`src/rtl/mac_pkg.sv`:
```
// Shared types and width helpers for the multi-lane MAC accumulate stage.
// saturate() works on values extended to SAT_MAX_W bits, so the accumulator
// width (2*DATA_W+$clog2(K)) must not exceed SAT_MAX_W.
package mac_pkg;

  typedef enum logic [1:0] {
    S_IDLE  = 2'd0,
    S_ACCUM = 2'd1,
    S_DONE  = 2'd2
  } mac_state_t;

  localparam int SAT_MAX_W = 128;

  function automatic int prod_width(input int data_w);
    return 2 * data_w;
  endfunction

  function automatic int acc_width(input int data_w, input int k);
    return 2 * data_w + $clog2(k);
  endfunction

  // Clamp an already sign/zero-extended value to the range of an out_w-bit
  // signed or unsigned number; the caller keeps the low out_w bits.
  function automatic logic [SAT_MAX_W-1:0] saturate(input logic [SAT_MAX_W-1:0] val,
                                                    input int out_w,
                                                    input bit is_signed);
    logic signed [SAT_MAX_W-1:0] sval;
    logic signed [SAT_MAX_W-1:0] smax;
    logic signed [SAT_MAX_W-1:0] smin;
    logic [SAT_MAX_W-1:0]        umax;
    logic [SAT_MAX_W-1:0]        one;
    logic [SAT_MAX_W-1:0]        res;
    one  = SAT_MAX_W'(1);
    sval = $signed(val);
    smax = $signed((one << (out_w - 1)) - one);
    smin = ~smax;
    umax = (one << out_w) - one;
    res  = val;
    if (is_signed) begin
      if (sval > smax)      res = smax;
      else if (sval < smin) res = smin;
    end else begin
      if (val > umax)       res = umax;
    end
    return res;
  endfunction

endpackage

```
`src/rtl/mac_lane_adder_tree.sv`:
```
// Combinational balanced reduction of LANES products into one beat sum.
// Nodes are laid out as a heap: leaves at [LANES-1 .. 2*LANES-2], root at 0.
// The sum is wide enough that it never overflows.
module mac_lane_adder_tree #(
  parameter int LANES  = 1,
  parameter int PROD_W = 64,
  parameter int SIGNED = 0,
  localparam int SUM_W = PROD_W + $clog2(LANES)
) (
  input  logic [LANES*PROD_W-1:0] prod,
  output logic [SUM_W-1:0]        sum
);

  logic [SUM_W-1:0] node [2*LANES-1];

  genvar gi;
  generate
    for (gi = 0; gi < LANES; gi++) begin : g_leaf
      logic [PROD_W-1:0] lane;
      assign lane = prod[gi*PROD_W +: PROD_W];
      if (SIGNED != 0) begin : g_sx
        logic signed [PROD_W-1:0] lane_s;
        assign lane_s = $signed(lane);
        assign node[LANES-1+gi] = SUM_W'(lane_s);
      end else begin : g_zx
        assign node[LANES-1+gi] = SUM_W'(lane);
      end
    end
    for (gi = 0; gi < LANES - 1; gi++) begin : g_node
      assign node[gi] = node[2*gi+1] + node[2*gi+2];
    end
  endgenerate

  assign sum = node[0];

endmodule

```
`src/rtl/mac_accum_lanes.sv`:
```
// MAC accumulate stage: reduces LANES products per beat into a per-element
// accumulator over K, then emits the finished C element with its row/col on
// a valid/ready port. mac_done flags acceptance of the element tagged in_last.
// Build option MAC_ACCUM_SAT_EN: clamp instead of wrap when OUT_W < ACC_W.
module mac_accum_lanes
  import mac_pkg::*;
#(
  parameter int M      = 4,
  parameter int K      = 4,
  parameter int N      = 4,
  parameter int DATA_W = 32,
  parameter int LANES  = 1,
  parameter int SIGNED = 0,
  parameter int OUT_W  = 2 * DATA_W + $clog2(K),
  localparam int PROD_W = prod_width(DATA_W),
  localparam int ACC_W  = acc_width(DATA_W, K),
  localparam int SUM_W  = PROD_W + $clog2(LANES),
  localparam int KIDX_W = $clog2(K),
  localparam int ROW_W  = $clog2(M),
  localparam int COL_W  = $clog2(N)
) (
  input  logic                    clk,
  input  logic                    resetn,
  input  logic                    start,
  input  logic                    in_valid,
  output logic                    in_ready,
  input  logic [LANES*PROD_W-1:0] in_prod,
  input  logic [KIDX_W-1:0]       in_k_idx,
  input  logic [ROW_W-1:0]        in_row,
  input  logic [COL_W-1:0]        in_col,
  input  logic                    in_last,
  output logic                    out_valid,
  input  logic                    out_ready,
  output logic [OUT_W-1:0]        out_data,
  output logic [ROW_W-1:0]        out_row,
  output logic [COL_W-1:0]        out_col,
  output logic                    mac_done,
  output logic                    err
);

  mac_state_t state_reg, state_next;

  logic [ACC_W-1:0] acc_reg, acc_next;
  logic             err_reg, err_next;
  logic             out_valid_reg;
  logic [OUT_W-1:0] out_data_reg;
  logic [ROW_W-1:0] out_row_reg;
  logic [COL_W-1:0] out_col_reg;
  logic             out_last_reg;

  logic [SUM_W-1:0] tree_sum;
  logic [ACC_W-1:0] beat_sum;
  logic [ACC_W-1:0] acc_plus;
  logic [ACC_W-1:0] result;
  logic             load;

  logic beat_fire;
  logic out_fire;
  logic k_first;
  logic k_last;
  logic k_aligned;

  mac_lane_adder_tree #(
    .LANES  (LANES),
    .PROD_W (PROD_W),
    .SIGNED (SIGNED)
  ) u_tree (
    .prod (in_prod),
    .sum  (tree_sum)
  );

  // Widen the beat sum and the result according to the arithmetic mode.
  logic [SAT_MAX_W-1:0] result_ext;
  logic [SAT_MAX_W-1:0] result_red;

  generate
    if (SIGNED != 0) begin : g_signed
      logic signed [SUM_W-1:0] tree_sum_s;
      logic signed [ACC_W-1:0] result_s;
      assign tree_sum_s = $signed(tree_sum);
      assign beat_sum   = ACC_W'(tree_sum_s);
      assign result_s   = $signed(result);
      assign result_ext = SAT_MAX_W'(result_s);
    end else begin : g_unsigned
      assign beat_sum   = ACC_W'(tree_sum);
      assign result_ext = SAT_MAX_W'(result);
    end
  endgenerate

`ifdef MAC_ACCUM_SAT_EN
  assign result_red = (OUT_W < ACC_W) ? saturate(result_ext, OUT_W, SIGNED != 0) : result_ext;
`else
  assign result_red = result_ext;
`endif

  // A held output stalls every beat.
  assign in_ready  = ~out_valid_reg | out_ready;
  assign beat_fire = in_valid & in_ready;
  assign out_fire  = out_valid_reg & out_ready;
  assign k_first   = (in_k_idx == '0);
  assign k_last    = (in_k_idx == KIDX_W'(K - LANES));
  assign k_aligned = ((int'(in_k_idx) % LANES) == 0);
  assign acc_plus  = acc_reg + beat_sum;

  // Next-state, accumulator update, error detection and output-load decision.
  always_comb begin
    state_next = state_reg;
    acc_next   = acc_reg;
    err_next   = err_reg;
    load       = 1'b0;
    result     = beat_sum;
    if (start) begin
      // start re-arms and drops any beat arriving with it
      state_next = S_IDLE;
      err_next   = 1'b0;
    end else begin
      if (beat_fire) begin
        if (state_reg == S_DONE || !k_aligned) begin
          err_next = 1'b1;
        end else if (state_reg == S_IDLE) begin
          if (!k_first) begin
            err_next = 1'b1;
          end else if (k_last) begin
            load   = 1'b1;
            result = beat_sum;
          end else begin
            acc_next   = beat_sum;
            state_next = S_ACCUM;
          end
        end else begin
          if (k_first) begin
            err_next = 1'b1;
            acc_next = beat_sum;
          end else if (k_last) begin
            load       = 1'b1;
            result     = acc_plus;
            state_next = S_IDLE;
          end else begin
            acc_next = acc_plus;
          end
        end
      end
      if (out_fire && out_last_reg) begin
        state_next = S_DONE;
      end
    end
  end

  // FSM, accumulator and sticky error registers.
  always_ff @(posedge clk or negedge resetn) begin
    if (!resetn) begin
      state_reg <= S_IDLE;
      acc_reg   <= '0;
      err_reg   <= 1'b0;
    end else begin
      state_reg <= state_next;
      acc_reg   <= acc_next;
      err_reg   <= err_next;
    end
  end

  // Output register: loads a finished element, holds it until accepted.
  always_ff @(posedge clk or negedge resetn) begin
    if (!resetn) begin
      out_valid_reg <= 1'b0;
      out_data_reg  <= '0;
      out_row_reg   <= '0;
      out_col_reg   <= '0;
      out_last_reg  <= 1'b0;
    end else if (load) begin
      out_valid_reg <= 1'b1;
      out_data_reg  <= OUT_W'(result_red);
      out_row_reg   <= in_row;
      out_col_reg   <= in_col;
      out_last_reg  <= in_last;
    end else if (out_fire) begin
      out_valid_reg <= 1'b0;
    end
  end

  assign out_valid = out_valid_reg;
  assign out_data  = out_data_reg;
  assign out_row   = out_row_reg;
  assign out_col   = out_col_reg;
  assign mac_done  = (state_reg == S_DONE);
  assign err       = err_reg;

endmodule

```
`config.mk`:
```
export PLATFORM = sky130hd
export DESIGN_NAME = mac_accum_lanes
export DESIGN_NICKNAME = d
export VERILOG_FILES = /design/src/rtl/mac_pkg.sv /design/src/rtl/mac_lane_adder_tree.sv /design/src/rtl/mac_accum_lanes.sv
export SDC_FILE = /design/constraint.sdc
export NUM_CORES = 1
export LEC_CHECK = 0
export BUFFER_PORTS_ARGS = -buffer_cell sky130_fd_sc_hd__buf_2
export CAP_MARGIN = 20
export CORE_MARGIN = 2
export CORE_UTILIZATION = 50
export CTS_BUF_LIST = sky130_fd_sc_hd__clkbuf_4 sky130_fd_sc_hd__clkbuf_8
export DETAILED_ROUTE_END_ITERATION = 6
export PLACE_DENSITY_LB_ADDON = 0.12
export RECOVER_POWER = 100
export SETUP_SLACK_MARGIN = 0.1
export SYNTH_ARGS = -nofsm -noshare
export SYNTH_HDL_FRONTEND = slang
export SYNTH_SLANG_ARGS = --single-unit
```
`constraint.sdc`:
```
create_clock -name clk -period 4.01 [get_ports clk]
set_clock_uncertainty 0.1 [all_clocks]
set_input_delay 0.802 -clock clk [delete_from_list [all_inputs] [get_ports clk]]
set_output_delay 0.802 -clock clk [all_outputs]
set_load 0.05 [all_outputs]
```
## Word level (Yosys, flattened, before mapping)

Cells that the tools add are included.

- Flip-flop bits (word level): 141
- Latch bits: 0
- Memory bits (writable): 0
- Bits in read-only memories: 0
- Memories: 0

- Add/sub/neg operators: 1
- Multiply operators: 0
- Divide/modulo/power cells: 0
- Order comparisons: 0
- Eq/ne operators: 10
- Shift-type cells: 0
- Multiplexer cells: 35
- Bitwise gates (word level): 6
- Reduce and logical (&&, ||, !) cells: 11

Operators by type and width:

| kind | number |
|---|---|
| 66-bit two-way mux | 11 |
| 66-bit by 64-bit adder with 66-bit output | 1 |
| 2-bit two-way mux | 9 |
| 1-bit two-way mux | 15 |
| 6-bit AND reduction | 2 |
| 4-bit by 3-bit inequality test with 1-bit output (second input constant) | 2 |
| 4-bit nonzero test | 2 |
| 2-bit inequality test (second input constant) | 3 |
| 2-bit == test (second input constant) | 2 |
| 2-bit zero test | 2 |
| 4-bit by 2-bit inequality test with 1-bit output (second input constant) | 1 |
| 4-bit inequality test (second input constant) | 1 |
| 2-bit nonzero test | 2 |
| 3-bit by 2-bit inequality test with 1-bit output (second input constant) | 1 |
| 1-bit NOT | 3 |
| 3-bit AND reduction | 1 |
| 3-bit nonzero test | 1 |
| 1-bit AND | 2 |
| 1-bit logical AND | 1 |
| 1-bit OR | 1 |

## Longest topological paths before layout

- Depth in word-level cells: 8
- Mapped depth: 12
- Mapped depth without buffers: 12

## Hierarchy

Synthesis repeated with hierarchy kept, for this count alone.

- Cell total of the unflattened synthesis: 1,248
- Area, all modules: 10,069.7 µm²

By module, submodules not included:

| module | instances | cells each | area an instance (µm²) | sequential area each (µm²) |
|---|---|---|---|---|
| mac_accum_lanes | 1 | 1,184 | 9,589.2 | 3,528.4 |
| mac_lane_adder_tree | 1 | 64 | 480.5 | 0.0 |

## Worst setup path before layout

OpenSTA, ideal clock, no wires.

- Path kind: input -> register
- From: input in_prod[0]
- To: register acc_reg[60]
- Setup time: 0.118 ns
- Data arrival time: 3.176 ns
- Setup slack: 0.616 ns
- Stages: 12
- Path buffers: 0
- Cell sequence: ha_1 > fa_1 > a211oi_1 > o21ai_0 > a32oi_1 > a22o_1 > nand2b_1 > o211ai_1 > a21oi_4 > mux2i_1 > a21oi_1 > a21o_1

- Cells in the longest elaborated chain, start to end: 4

Ends and longest elaborated chain:

| element | line | source |
|---|---|---|
| start, declared | mac_accum_lanes.sv:27 | `input logic [LANES*PROD_W-1:0] in_prod,` |
| 66-bit by 64-bit adder with 66-bit output | mac_accum_lanes.sv:103 | `assign acc_plus = acc_reg + beat_sum;` |
| 66-bit two-way mux | mac_accum_lanes.sv:134 | `end else if (k_last) begin` |
| 66-bit two-way mux | mac_accum_lanes.sv:131 | `if (k_first) begin` |
| 66-bit two-way mux | mac_accum_lanes.sv:120 | `end else if (state_reg == S_IDLE) begin` |
| end signal, assigned | mac_accum_lanes.sv:157 | `acc_reg <= acc_next;` |
| end, declared | mac_accum_lanes.sv:43 | `logic [ACC_W-1:0] acc_reg, acc_next;` |

No other way between the ends. The select of a mux whose other input is x is not followed.
A chain may end at the register's enable or synchronous reset.

## Final worst setup path

- From: input in_prod[8]
- To: register acc_reg[63]

The elaborated chain is that of the path after synthesis.

==> run summary <==
The highest clock frequency the design can meet is 274 MHz. The count of endpoints failing hold in the final timing report came out at 0. The normalized max-slew margin is -92.8%.

The leakage power is 5.04 nW. The later pin in the worst-skew pair is clocked with a latency of 470 ps. The worst hold path startpoint is out_data[42]. The remaining global-route overflow is 0. The width of the die is 145 µm. The number of primary I/O pins is 150. The number of global-route vias before repair came out at 8740. The detailed router finished its first iteration with 667 violations. The proportion of register bits with asynchronous set or reset after synthesis is 100%. The portion of total power attributed to combinational logic came out at 54.3%. The H-tree depth is 4. The power spent charging and discharging nets is 3.46 mW.

The number of antenna diodes in the final layout is 0. The peak fanout along the critical path is 5. The post-CTS setup buffer count is 0.

In this run the biggest area consumer among cell types represents 35.6% of the synthesized area. The total number of clock tree sinks is 141. Yosys attributes the largest share of cell area to sky130_fd_sc_hd__dfrtp_1 (36%), sky130_fd_sc_hd__ha_1 (8.1%), sky130_fd_sc_hd__a21oi_1 (6.5%). After detailed routing, the number of remaining DRC violations is 0.

The routed layout has 9167 vias. The largest incremental delay on the critical path is 720 ps. The total power density per cell area is 630 nW/µm².

The clock slew at the register clock pins of the worst setup and hold paths is 80 ps. The setup path with the least slack is of type in2reg. The number of I/O port buffers is 149. The per-cell routed wire length is 17.2 µm. The cell count after placement is 1563. The number of standard cells after synthesis is 1192. The slack of the worst reg-to-reg path came out at 420 ps. For this run, the detailed router's first-pass iteration total came to 5. The share of synthesized area occupied by flip-flops and latches is 35.6%. The placeable core area came out at 19500 µm². The detailed router put a total of 13.3 mm of wire on met1.

The count of nets left with antenna violations after detail routing came out at 0. In this run the critical register-to-register path is launched from acc_reg[9]. The share of post-route cells with drive strength above 1 is 12.0%. The first global-routing pass estimated 44.6 mm of wire.

The largest buffer count on any clock path is 2. The met3 wirelength from detailed routing came out at 1.66 mm. In this run the worst hold path is classified as reg2reg. The sequential share of power came out at 28.6%. The run finished, with violations left. The startpoint class of the critical path is an input pin. The distinct cell type count of the synthesized netlist came out at 65. The cell sitting at the root of the clock tree is a sky130_fd_sc_hd__clkbuf_8. The number of synthesized register bits is 141. Counting both buffers and inverters, the worst setup path holds a total of 1. The die is 145 µm tall.

The post-synthesis cell type with the largest combined area is sky130_fd_sc_hd__dfrtp_1. The minimum hold slack came out at 383 ps. Of the total power, the clock network draws 17.1%.

Across the run, the number of max-cap violations was 3. The total setup violations reported at the end of the flow came out at 0. The critical path startpoint is in_prod[8].

The detailed placement HPWL came out at 21.0 mm. The internal power of the cells came out at 3.58 mW. The number of antenna violations at the first check in global routing came out at 3. In the routed layout, each cell is associated on average with a via count of 5.75. After detailed routing, no signal wire sits above met5. The number of standard cells in the final layout excluding fillers is 1595. The maximum number of pins on one net before global-route repair is 71. Once the floorplan was initialized, standard cells occupied 50.9% of the core. The global router's overall resource usage is 26.8%. The signal on the critical path passes through buf_2 > ha_1 > nand4_1 > nor4b_1 > o31ai_1 > nand2_1 > a21oi_1 > o21ai_0 > a31oi_1 > o41ai_1 > mux2i_1 > nand3_1.

The TritonCTS clock tree is yes. After routing, the total negative slack on setup checks comes to 0 ps. Data on the critical path is required at its endpoint by 4250 ps. The number of rows created at floorplan came out at 51. The layout overhead on the synthesized area is 12.9%. Counting I/O delays and the setup requirement, the final critical path takes 3650 ps.

After filler insertion, the fill cell instance count of the layout stands at 1871. The share of the clock period used by the worst path came out at 91.0%. The number of synthesized flops with an enable pin is 0. The data arrival time at the worst-slack endpoint is 3890 ps.

The post-layout net count came out at 1458. The checks that failed: max-capacitance violations, max-slew violations. Counting every net in the synthesized netlist gives 1333. The commonest cells after synthesis are sky130_fd_sc_hd__nand2_1 (169), sky130_fd_sc_hd__dfrtp_1 (141), sky130_fd_sc_hd__a21oi_1 (129). At the pin with the least slew margin, the transition time is 2890 ps. In the synthesized netlist the dominant register cell turns out to be sky130_fd_sc_hd__dfrtp_1. Prior to clock tree synthesis, the placed netlist has a worst setup slack of 125 ps. The Yosys step of the flow raised 0 warnings.

In this run switching power makes up 49.2% of total power. The congestion estimate from routability-driven global placement came to 0.938. The worst path meets setup with 360 ps of slack. The floorplan die area is 21000 µm².

VDD sags by at most 321 µV. On the critical path, the stage with the largest delay is an instance of sky130_fd_sc_hd__o41ai_1. The total wire length after detailed routing is 27.5 mm. The synthesized area per cell is 8.31 µm². Setup repair after global routing left no endpoint under its margin. The cell area after synthesis came out at 9900 µm². After clock tree synthesis, the flow added hold-fix buffers numbering 0.

The number of buffers added by the clock tree synthesis step is 17. The cell with the most instances after synthesis is sky130_fd_sc_hd__nand2_1. For this run, the share of the core covered by cells in the final layout is 57.4%.

Once the clock tree was built, the resizer swapped 0 gates to a different size. Among cell families on the critical path, the largest total delay comes from compound AO/OA/AOI/OAI gates. The met2 routed wirelength is 12.1 mm. The final-report max-slew violation count came out at 144.

The worst setup path is captured at a register.
## routing by layer
layer	global-route usage, %	vias up
met3	6.05	30
met1	37.9	4317
li1	-	4548
met5	0	-
met4	6.13	4
met2	42.0	268
## stage by stage
stage	total power, mW	instance area (µm²)
after floorplan	4.91	9900
after global placement	5.91	11000
after detailed placement	5.95	11000
after CTS	7.17	11400
after global routing	7.55	11200
final	7.04	11200
## area by class of cell
cell class | instances | area, µm² | area share (%)
Clock buffer | 18 | 241 | 2.16
Clock inverter | 14 | 160 | 1.43
Sequential cell | 141 | 3530 | 31.6
Tap cell | 265 | 332 | 2.97
Multi-Input combinational cell | 953 | 5940 | 53.2
Timing Repair Buffer | 182 | 893 | 7.99
Inverter | 22 | 82.6 | 0.739
## worst reg2reg max path, stage by stage (launching register included)
cell and delay, ps:
sky130_fd_sc_hd__dfrtp_1 400, sky130_fd_sc_hd__ha_1 370, sky130_fd_sc_hd__nand4_1 150, sky130_fd_sc_hd__nor4b_1 300, sky130_fd_sc_hd__o31ai_1 190, sky130_fd_sc_hd__nand2_1 130
sky130_fd_sc_hd__a21oi_1 140, sky130_fd_sc_hd__o21ai_0 390, sky130_fd_sc_hd__a31oi_1 210, sky130_fd_sc_hd__o41ai_1 720, sky130_fd_sc_hd__mux2i_1 270, sky130_fd_sc_hd__nand3_1 90
## placed cells by master, fill, tap and decap left out, types with 4 or more instances in the layout
cell                       count
sky130_fd_sc_hd__nand2_1     169
sky130_fd_sc_hd__dfrtp_1     141
sky130_fd_sc_hd__a21oi_1     130
sky130_fd_sc_hd__o21ai_0     109
sky130_fd_sc_hd__nor2_1       89
sky130_fd_sc_hd__clkbuf_1     88
sky130_fd_sc_hd__buf_2        71
sky130_fd_sc_hd__ha_1         64
sky130_fd_sc_hd__xnor2_1      39
sky130_fd_sc_hd__a21o_1       32
sky130_fd_sc_hd__nand3_1      26
sky130_fd_sc_hd__nor3_1       25
sky130_fd_sc_hd__nand4_1      25
sky130_fd_sc_hd__xor2_1       25
sky130_fd_sc_hd__mux2_2       25
sky130_fd_sc_hd__o21bai_1     24
sky130_fd_sc_hd__inv_1        22
sky130_fd_sc_hd__a31oi_1      22
sky130_fd_sc_hd__buf_4        19
sky130_fd_sc_hd__o21a_1       18
sky130_fd_sc_hd__clkbuf_8     17
sky130_fd_sc_hd__and3_1       16
sky130_fd_sc_hd__o211ai_1     14
sky130_fd_sc_hd__a211oi_1     11
sky130_fd_sc_hd__o21ai_1      11
sky130_fd_sc_hd__o31ai_1      11
sky130_fd_sc_hd__or3_1         6
sky130_fd_sc_hd__nand2b_1      5
sky130_fd_sc_hd__mux2i_1       5
sky130_fd_sc_hd__nor2b_1       4
sky130_fd_sc_hd__inv_6         4
## final timing paths
kind / depth (start not counted) / end
min reg2reg: 2 / out_data[42]
max in group asynchronous: 1 / out_data[5]
min in group asynchronous: 1 / out_data[27]
min: 2 / out_data[42]
max reg2reg: 11 / acc_reg[63]
max: 12 / acc_reg[63]
## cell families after synthesis
kind of cell | count (synthesis) | synth area share [%]
simple gates | 380 | 17.1
flops | 141 | 35.6
fa+ha+maj | 65 | 8.29
buf+inv | 98 | 3.92
xor+xnor | 64 | 5.66
mux | 30 | 3.35
compound gates | 414 | 26.1
## power groups by stage
stage	clock network (mW)	registers, mW	logic, mW
global route	1.29	2.07	4.19
floorplan	0	2.74	2.16
CTS	1.22	2.01	3.94
finish	1.20	2.01	3.82
global placement	0	2.02	3.89
detailed placement	0	2.03	3.92
(Power assumes the default switching activity.)
